===== src/rtl/keyboard_event_ctrl.sv =====
// Keyboard event controller: scan-code flags -> per-channel level/edge/repeat pulses -> event FIFO.
// Auto-repeat FSMs and counters are built only when KEY_AUTOREPEAT_EN is defined.

// Generic single-clock FIFO, power-of-two depth.
// Latency: rd_vld rises one cycle after the first write into an empty queue.
// Backpressure: wr_rdy low when full, except a same-cycle pop frees the slot.
module sync_fifo #(
  parameter int W     = 8,
  parameter int DEPTH = 8
) (
  input  logic         clk,
  input  logic         rst,
  input  logic         wr_vld,
  output logic         wr_rdy,
  input  logic [W-1:0] wr_dat,
  output logic         rd_vld,
  input  logic         rd_rdy,
  output logic [W-1:0] rd_dat
);
  localparam int AW = (DEPTH > 1) ? $clog2(DEPTH) : 1;

  logic [W-1:0]  mem [DEPTH];
  logic [AW-1:0] wr_ptr;
  logic [AW-1:0] rd_ptr;
  logic [AW:0]   count;
  logic          push;
  logic          pop;

  assign rd_vld = (count != '0);
  assign pop    = rd_vld && rd_rdy;
  assign wr_rdy = (count != (AW+1)'(DEPTH)) || pop;
  assign push   = wr_vld && wr_rdy;
  assign rd_dat = mem[rd_ptr];

  always_ff @(posedge clk or negedge rst) begin
    if (!rst) begin
      wr_ptr <= '0;
      rd_ptr <= '0;
      count  <= '0;
    end else begin
      if (push) wr_ptr <= wr_ptr + 1'b1;
      if (pop)  rd_ptr <= rd_ptr + 1'b1;
      case ({push, pop})
        2'b10:   count <= count + 1'b1;
        2'b01:   count <= count - 1'b1;
        default: count <= count;
      endcase
    end
  end

  always_ff @(posedge clk) begin
    if (push) mem[wr_ptr] <= wr_dat;
  end
endmodule

// Maps NUM_KEYS scan codes to channels; emits press/release/repeat pulses and queued events.
// Latency: level/pulses 1 cycle after key_down; event written 2 cycles after its pulse.
// Backpressure: evt_ready low parks events in per-channel/type pending flags; a re-pulse sets evt_overflow.
module keyboard_event_ctrl #(
  parameter int                    NUM_KEYS     = 12,
  parameter logic [9*NUM_KEYS-1:0] KEY_CODES    = {9'h042, 9'h03B, 9'h04B, 9'h043,
                                                   9'h02B, 9'h023, 9'h01B, 9'h01C,
                                                   9'h02C, 9'h02D, 9'h01D, 9'h05A},
  parameter int                    REPEAT_DELAY = 50_000_000,
  parameter int                    REPEAT_RATE  = 10_000_000,
  parameter int                    FIFO_DEPTH   = 8
) (
  input  logic                clk,
  input  logic                rst,
  input  logic [511:0]        key_down,
  output logic [NUM_KEYS-1:0] key_level,
  output logic [NUM_KEYS-1:0] key_press,
  output logic [NUM_KEYS-1:0] key_release,
  output logic [NUM_KEYS-1:0] key_repeat,
  output logic                evt_valid,
  input  logic                evt_ready,
  output logic [3:0]          evt_key,
  output logic [1:0]          evt_type,
  output logic                evt_overflow,
  input  logic                overflow_clr
);
  localparam int NP    = 3 * NUM_KEYS;
  localparam int SEL_W = (NP > 1) ? $clog2(NP) : 1;

  logic [NUM_KEYS-1:0] key_nxt;
  logic [NUM_KEYS-1:0] rpt_vec;
  logic                unused_key_down;

  assign unused_key_down = ^key_down;

  always_comb begin
    key_nxt = '0;
    for (int i = 0; i < NUM_KEYS; i++) key_nxt[i] = key_down[KEY_CODES[9*i +: 9]];
  end

  always_ff @(posedge clk or negedge rst) begin
    if (!rst) begin
      key_level   <= '0;
      key_press   <= '0;
      key_release <= '0;
      key_repeat  <= '0;
    end else begin
      key_level   <= key_nxt;
      key_press   <= key_nxt & ~key_level;
      key_release <= ~key_nxt & key_level;
      key_repeat  <= rpt_vec;
    end
  end

`ifdef KEY_AUTOREPEAT_EN
  localparam int MAX_CNT = (REPEAT_DELAY > REPEAT_RATE) ? REPEAT_DELAY : REPEAT_RATE;
  localparam int CNT_W   = (MAX_CNT > 1) ? $clog2(MAX_CNT) : 1;
  localparam logic [CNT_W-1:0] DLY_LAST  = CNT_W'(REPEAT_DELAY - 1);
  localparam logic [CNT_W-1:0] RATE_LAST = CNT_W'(REPEAT_RATE - 1);

  typedef enum logic [1:0] {ST_IDLE, ST_DELAY, ST_REPEAT} rpt_state_t;

  // The FSM advances on the same edge key_level does, so cnt is the held-cycle count.
  for (genvar g = 0; g < NUM_KEYS; g++) begin : g_rpt
    rpt_state_t       state;
    rpt_state_t       state_nxt;
    logic [CNT_W-1:0] cnt;
    logic [CNT_W-1:0] cnt_nxt;
    logic             rpt_nxt;

    always_ff @(posedge clk or negedge rst) begin
      if (!rst) begin
        state <= ST_IDLE;
        cnt   <= '0;
      end else begin
        state <= state_nxt;
        cnt   <= cnt_nxt;
      end
    end

    always_comb begin
      state_nxt = state;
      cnt_nxt   = cnt;
      rpt_nxt   = 1'b0;
      if (!key_nxt[g]) begin
        state_nxt = ST_IDLE;
        cnt_nxt   = '0;
      end else begin
        case (state)
          ST_IDLE: begin
            state_nxt = ST_DELAY;
            cnt_nxt   = CNT_W'(1);
          end
          ST_DELAY: begin
            if (cnt >= DLY_LAST) begin
              state_nxt = ST_REPEAT;
              cnt_nxt   = '0;
              rpt_nxt   = 1'b1;
            end else begin
              cnt_nxt = cnt + 1'b1;
            end
          end
          ST_REPEAT: begin
            if (cnt >= RATE_LAST) begin
              cnt_nxt = '0;
              rpt_nxt = 1'b1;
            end else begin
              cnt_nxt = cnt + 1'b1;
            end
          end
          default: begin
            state_nxt = ST_IDLE;
            cnt_nxt   = '0;
          end
        endcase
      end
    end

    assign rpt_vec[g] = rpt_nxt;
  end
`else
  assign rpt_vec = '0;
`endif

  // Pending bit 3*ch+type: type 0 press, 1 release, 2 repeat.
  logic [NP-1:0]    pend;
  logic [NP-1:0]    pulse_vec;
  logic [NP-1:0]    clr_vec;
  logic [SEL_W-1:0] sel;
  logic [3:0]       arb_key;
  logic [1:0]       arb_typ;
  logic             arb_vld;
  logic             arb_rdy;
  logic             ovf_set;
  logic [5:0]       fifo_dat;

  always_comb begin
    pulse_vec = '0;
    for (int i = 0; i < NUM_KEYS; i++) begin
      pulse_vec[3*i]   = key_press[i];
      pulse_vec[3*i+1] = key_release[i];
      pulse_vec[3*i+2] = key_repeat[i];
    end
  end

  // Scan from the top so the lowest channel/type wins.
  always_comb begin
    sel     = '0;
    arb_key = '0;
    arb_typ = '0;
    for (int i = NUM_KEYS - 1; i >= 0; i--) begin
      for (int t = 2; t >= 0; t--) begin
        if (pend[3*i+t]) begin
          sel     = SEL_W'(3*i + t);
          arb_key = 4'(i);
          arb_typ = 2'(t);
        end
      end
    end
  end

  assign arb_vld = |pend;

  always_comb begin
    clr_vec = '0;
    if (arb_vld && arb_rdy) clr_vec[sel] = 1'b1;
  end

  assign ovf_set = |(pulse_vec & pend & ~clr_vec);

  always_ff @(posedge clk or negedge rst) begin
    if (!rst) begin
      pend         <= '0;
      evt_overflow <= 1'b0;
    end else begin
      pend <= (pend & ~clr_vec) | pulse_vec;
      if (overflow_clr)  evt_overflow <= 1'b0;
      else if (ovf_set)  evt_overflow <= 1'b1;
    end
  end

  sync_fifo #(
    .W     (6),
    .DEPTH (FIFO_DEPTH)
  ) u_evt_fifo (
    .clk    (clk),
    .rst    (rst),
    .wr_vld (arb_vld),
    .wr_rdy (arb_rdy),
    .wr_dat ({arb_key, arb_typ}),
    .rd_vld (evt_valid),
    .rd_rdy (evt_ready),
    .rd_dat (fifo_dat)
  );

  assign evt_key  = evt_valid ? fifo_dat[5:2] : 4'd0;
  assign evt_type = evt_valid ? fifo_dat[1:0] : 2'd0;
endmodule


===== config.mk =====
export PLATFORM = sky130hd
export DESIGN_NAME = keyboard_event_ctrl
export DESIGN_NICKNAME = d
export VERILOG_FILES = /design/src/rtl/keyboard_event_ctrl.sv
export SDC_FILE = /design/constraint.sdc
export NUM_CORES = 1
export LEC_CHECK = 0
export BUFFER_PORTS_ARGS = -buffer_cell sky130_fd_sc_hd__buf_2
export CORE_AREA = 2 2 225 227
export DETAILED_ROUTE_END_ITERATION = 16
export DIE_AREA = 0 0 227 229
export GPL_TIMING_DRIVEN = 0
export HOLD_SLACK_MARGIN = 0.1
export PLACE_DENSITY_LB_ADDON = 0.3
export SLEW_MARGIN = 20
export SYNTH_ARGS = -nofsm -noshare
export SYNTH_HDL_FRONTEND = slang
export SYNTH_HIERARCHICAL = 1
export SYNTH_SLANG_ARGS = --single-unit
export TNS_END_PERCENT = 30

===== constraint.sdc =====
create_clock -name clk -period 2.6 [get_ports clk]
set_input_delay 0.39 -clock clk [delete_from_list [all_inputs] [get_ports clk]]
set_output_delay 0.39 -clock clk [all_outputs]
set_load 0.005 [all_outputs]

==> load_flow_metrics.sql <==
INSERT INTO impl_metrics (metric_group, metric, value, unit) VALUES
('grt', 'grt_first_pass_wirelength', '29.29', 'mm'),
('setup_path', 'setup.worst_path.start_class', 'register', ''),
('power_and_ir_drop', 'power.switching', '2318', 'uW'),
('cts', 'tritoncts_num_sinks', '131', ''),
('synth', 'synthTopCellsByArea', 'sky130_fd_sc_hd__dfrtp_1 (31%), sky130_fd_sc_hd__edfxtp_1 (22%), sky130_fd_sc_hd__mux4_2 (3.4%)', ''),
('cts', 'cts-root-to-sink-buffers', '2', ''),
('die', 'floorplan.die.height', '229', 'um'),
('grt', 'grt_use_met2', '0.1128', ''),
('synth', 'synthFlopType', 'sky130_fd_sc_hd__dfrtp_1', ''),
('sta', 'final.min_clock_period', '2819', 'ps'),
('synth', 'post_synth_most_frequent_cells', 'sky130_fd_sc_hd__dfrtp_1 (83), sky130_fd_sc_hd__edfxtp_1 (48), sky130_fd_sc_hd__nor2_1 (46), sky130_fd_sc_hd__nand2_1 (31), sky130_fd_sc_hd__nor2b_1 (28)', ''),
('grt', 'grt_util_met1', '0.1018', ''),
('status', 'violations', 'setup timing', ''),
('layout', 'layout-drive-gt1-share', '0.3834', ''),
('setup_path', 'cp-end-kind', 'register', ''),
('synth', 'yosys.area.top_type', 'sky130_fd_sc_hd__dfrtp_1', ''),
('layout', 'num_antenna_cells', '0', ''),
('setup_path', 'category_of_cells_accounting_for_the_largest_share_of_critical_path_delay', 'compound AO/OA/AOI/OAI gates', ''),
('grt', 'number_of_global_route_vias_before_repair', '5033', ''),
('synth', 'ys_async_sr_fraction', '0.6336', ''),
('grt', 'top_usage_layer', 'met2', ''),
('layout', 'nets', '1207', ''),
('die', 'start_util', '0.1342', ''),
('synth', 'syn-cell-area', '6666', 'um2'),
('setup_path', 'path_max_fanout', '9', ''),
('synth', 'synth.ff_latch_count', '131', ''),
('sta', 'setup_ws', '-219.3', 'ps'),
('sta', 'grt_setup_unrepaired', 'yes', ''),
('setup_path', 'timing.critical_path.cells', 'buf_6, nor2_2, a21boi_1, a21boi_2, or4_4, a21oi_4, or2_1, buf_6, mux2_4, o2111a_1, a41oi_2', ''),
('cts', 'level_count_of_the_clock_h_tree', '4', ''),
('power_and_ir_drop', 'intPower', '5182', 'uW'),
('die', 'rows', '82', ''),
('grt', 'grt_start_max_net_pins', '48', ''),
('grt', 'grt_util_met3', '0.01860', ''),
('drt', 'route.detailed.vias_per_inst', '3.592', ''),
('sta', 'maxClockFrequency', '0.3547', 'GHz'),
('die', 'floorplan.die_area', '51980', 'um2'),
('setup_path', 'cell_mode_on_critical_path', 'sky130_fd_sc_hd__buf_6', ''),
('cts', 'clk_pin_slew', '60', 'ps'),
('sta', 'finalSetupViolCount', '11', ''),
('synth', 'post_synth_num_cell_types', '92', ''),
('drt', 'detailroute.via_count', '4925', ''),
('grt', 'grt_antenna_before_repair', '0', ''),
('sta', 'clock-skew-final', '11.52', 'ps'),
('synth', 'synth_largest_type_area_fraction', '0.3116', ''),
('layout', 'flow.area_growth_from_synthesis', '38.64', '%'),
('setup_path', 'cp.buffers_inverters', '2', ''),
('placed_design', 'port-buffer-count', '59', ''),
('sta', 'slew_headroom', '0.4636', ''),
('power_and_ir_drop', 'power-per-cell-area', '811.4', 'nW/um2'),
('die', 'die_width', '227', 'um'),
('setup_path', 'crit_arrival', '3160', 'ps'),
('sta', 'final_max_slew_violation_count', '0', ''),
('hold_path', 'worstHoldPathType', 'in -> reg', ''),
('cts', 'insertion_delay', '430', 'ps'),
('cts', 'cts_tree', 'built', ''),
('sta', 'timing.final.hold_violations', '0', ''),
('setup_path', 'worst_stage_delay_on_the_critical_path', '510', 'ps'),
('die', 'top_level_ports', '572', ''),
('sta', 'min_period_over_period', '1.084', ''),
('status', 'outcome', 'finished with violations', ''),
('synth', 'post_synth_edffs', '48', ''),
('drt', 'drcViolationCount', '0', ''),
('power_and_ir_drop', 'power_frac_seq', '0.368', ''),
('synth', 'synthesis.instances', '558', ''),
('power_and_ir_drop', 'total_leakage_power', '0.003408', 'uW'),
('die', 'core_region_area', '49660', 'um2'),
('synth', 'yosysWarningCount', '6', ''),
('layout', 'finalCoreUtilization', '0.1861', ''),
('run', 'max_cap_viol_count', '0', ''),
('setup_path', 'critPathRequiredTime', '2940', 'ps');
[tightest hold or removal path, stage by stage]
cell and delay, ps:
sky130_fd_sc_hd__buf_2 170, sky130_fd_sc_hd__nand3_1 120, sky130_fd_sc_hd__xnor2_1 60
[repair_timing]
item | CTS | global route
buffers inserted | 13 | 13
endpoints found under the setup margin | 114 | 37
hold buffers | 14 | 0
cloned | 0 | 0
endpoints found under the hold margin | 49 | 0
pin swaps | 10 | 15
gates resized for setup | 33 | 50
[layout by cell type, fill, tap and decap left out, drive strengths merged, types with 6 or more instances in the layout]
| cell type | count |
|---|---|
| and2 | 8 |
| o21a | 6 |
| a21o | 16 |
| mux2 | 10 |
| conb | 12 |
| clkbuf | 23 |
| dlygate4sd3 | 14 |
| nand2 | 34 |
| mux4 | 12 |
| nor4 | 15 |
| o21ai | 22 |
| buf | 120 |
| a31oi | 9 |
| dfrtp | 83 |
| nor2b | 28 |
| a21oi | 11 |
| edfxtp | 48 |
| nand2b | 16 |
| inv | 20 |
| nand3 | 20 |
| nor3 | 18 |
| nor2 | 51 |
[cell families after synthesis]
kind of cell,count (synthesis),share of synthesized area
xor gates and xnor gates,7,0.009197
AOI/OAI and AO/OA,127,0.1556
adders and majority gates,5,0.01051
muxes,23,0.06231
and+or+nand+nor,207,0.1796
DFF,131,0.5278
buffers and inverters,57,0.05443
other,1,0.0005625
[metrics by stage]
stage          hold slack [ps]  total power (uW)  worst slack, ps  cell area (um2)
2_1_floorplan            94.41              4112           -41.14             6759
3_3_place_gp             424.6              4796           -607.4             7895
3_5_place_dp             333.3              4815           -552.8             7929
4_1_cts                  327.8              7552           -327.5             8910
5_1_grt                  369.4              7911           -370.8             9243
6_report                 352.2              7500           -219.3             9243
[layer usage]
metal	part of all wire	wire, um
met4	0.025	482
met1	0.49	9332
met2	0.44	8531
met3	0.046	879
met5	0	0
[area by class of cell]
type | count | area [um2]
Buffer | 38 | 344.1
Clock buffer | 19 | 475.5
Clock inverter | 13 | 168.9
Fill cell | 5497 | 40420
Inverter | 17 | 63.81
Multi-Input combinational cell | 381 | 3159
Sequential cell | 131 | 3526
Tap cell | 672 | 840.8
Timing Repair Buffer | 100 | 664.4
[power by group through the flow]
stage                     Combinational [uW]  Clock [uW]  Sequential (uW)
after global placement                  2020           0             2770
after floorplan                         1400           0             2710
final                                   2150        2590             2760
after detailed placement                2030           0             2780
after CTS                               2120        2670             2760
after global routing                    2360        2750             2800
[final timing paths]
path / from / slack, ps / depth (start not counted) / endpoint
max: pend[10] / -220 / 11 / evt_overflow
min in group asynchronous: rst / 430 / 2 / key_level[1]
max in group asynchronous: rst / 1580 / 3 / pend[20]
max reg2reg: pend[10] / -220 / 11 / evt_overflow
min reg2reg: key_level[4] / 430 / 1 / key_press[4]
min: evt_ready / 350 / 3 / u_evt_fifo/rd_ptr[2]
[sequential cells by signal, indices dropped and copies added, names as in the netlist]
signal,count
evt_overflow,1
key_level,12
key_press,12
key_release,12
pend,36
u_evt_fifo/count,4
u_evt_fifo/mem,48
u_evt_fifo/rd_ptr,3
u_evt_fifo/wr_ptr,3
No activity file was read; power rests on OpenSTA's default activity.
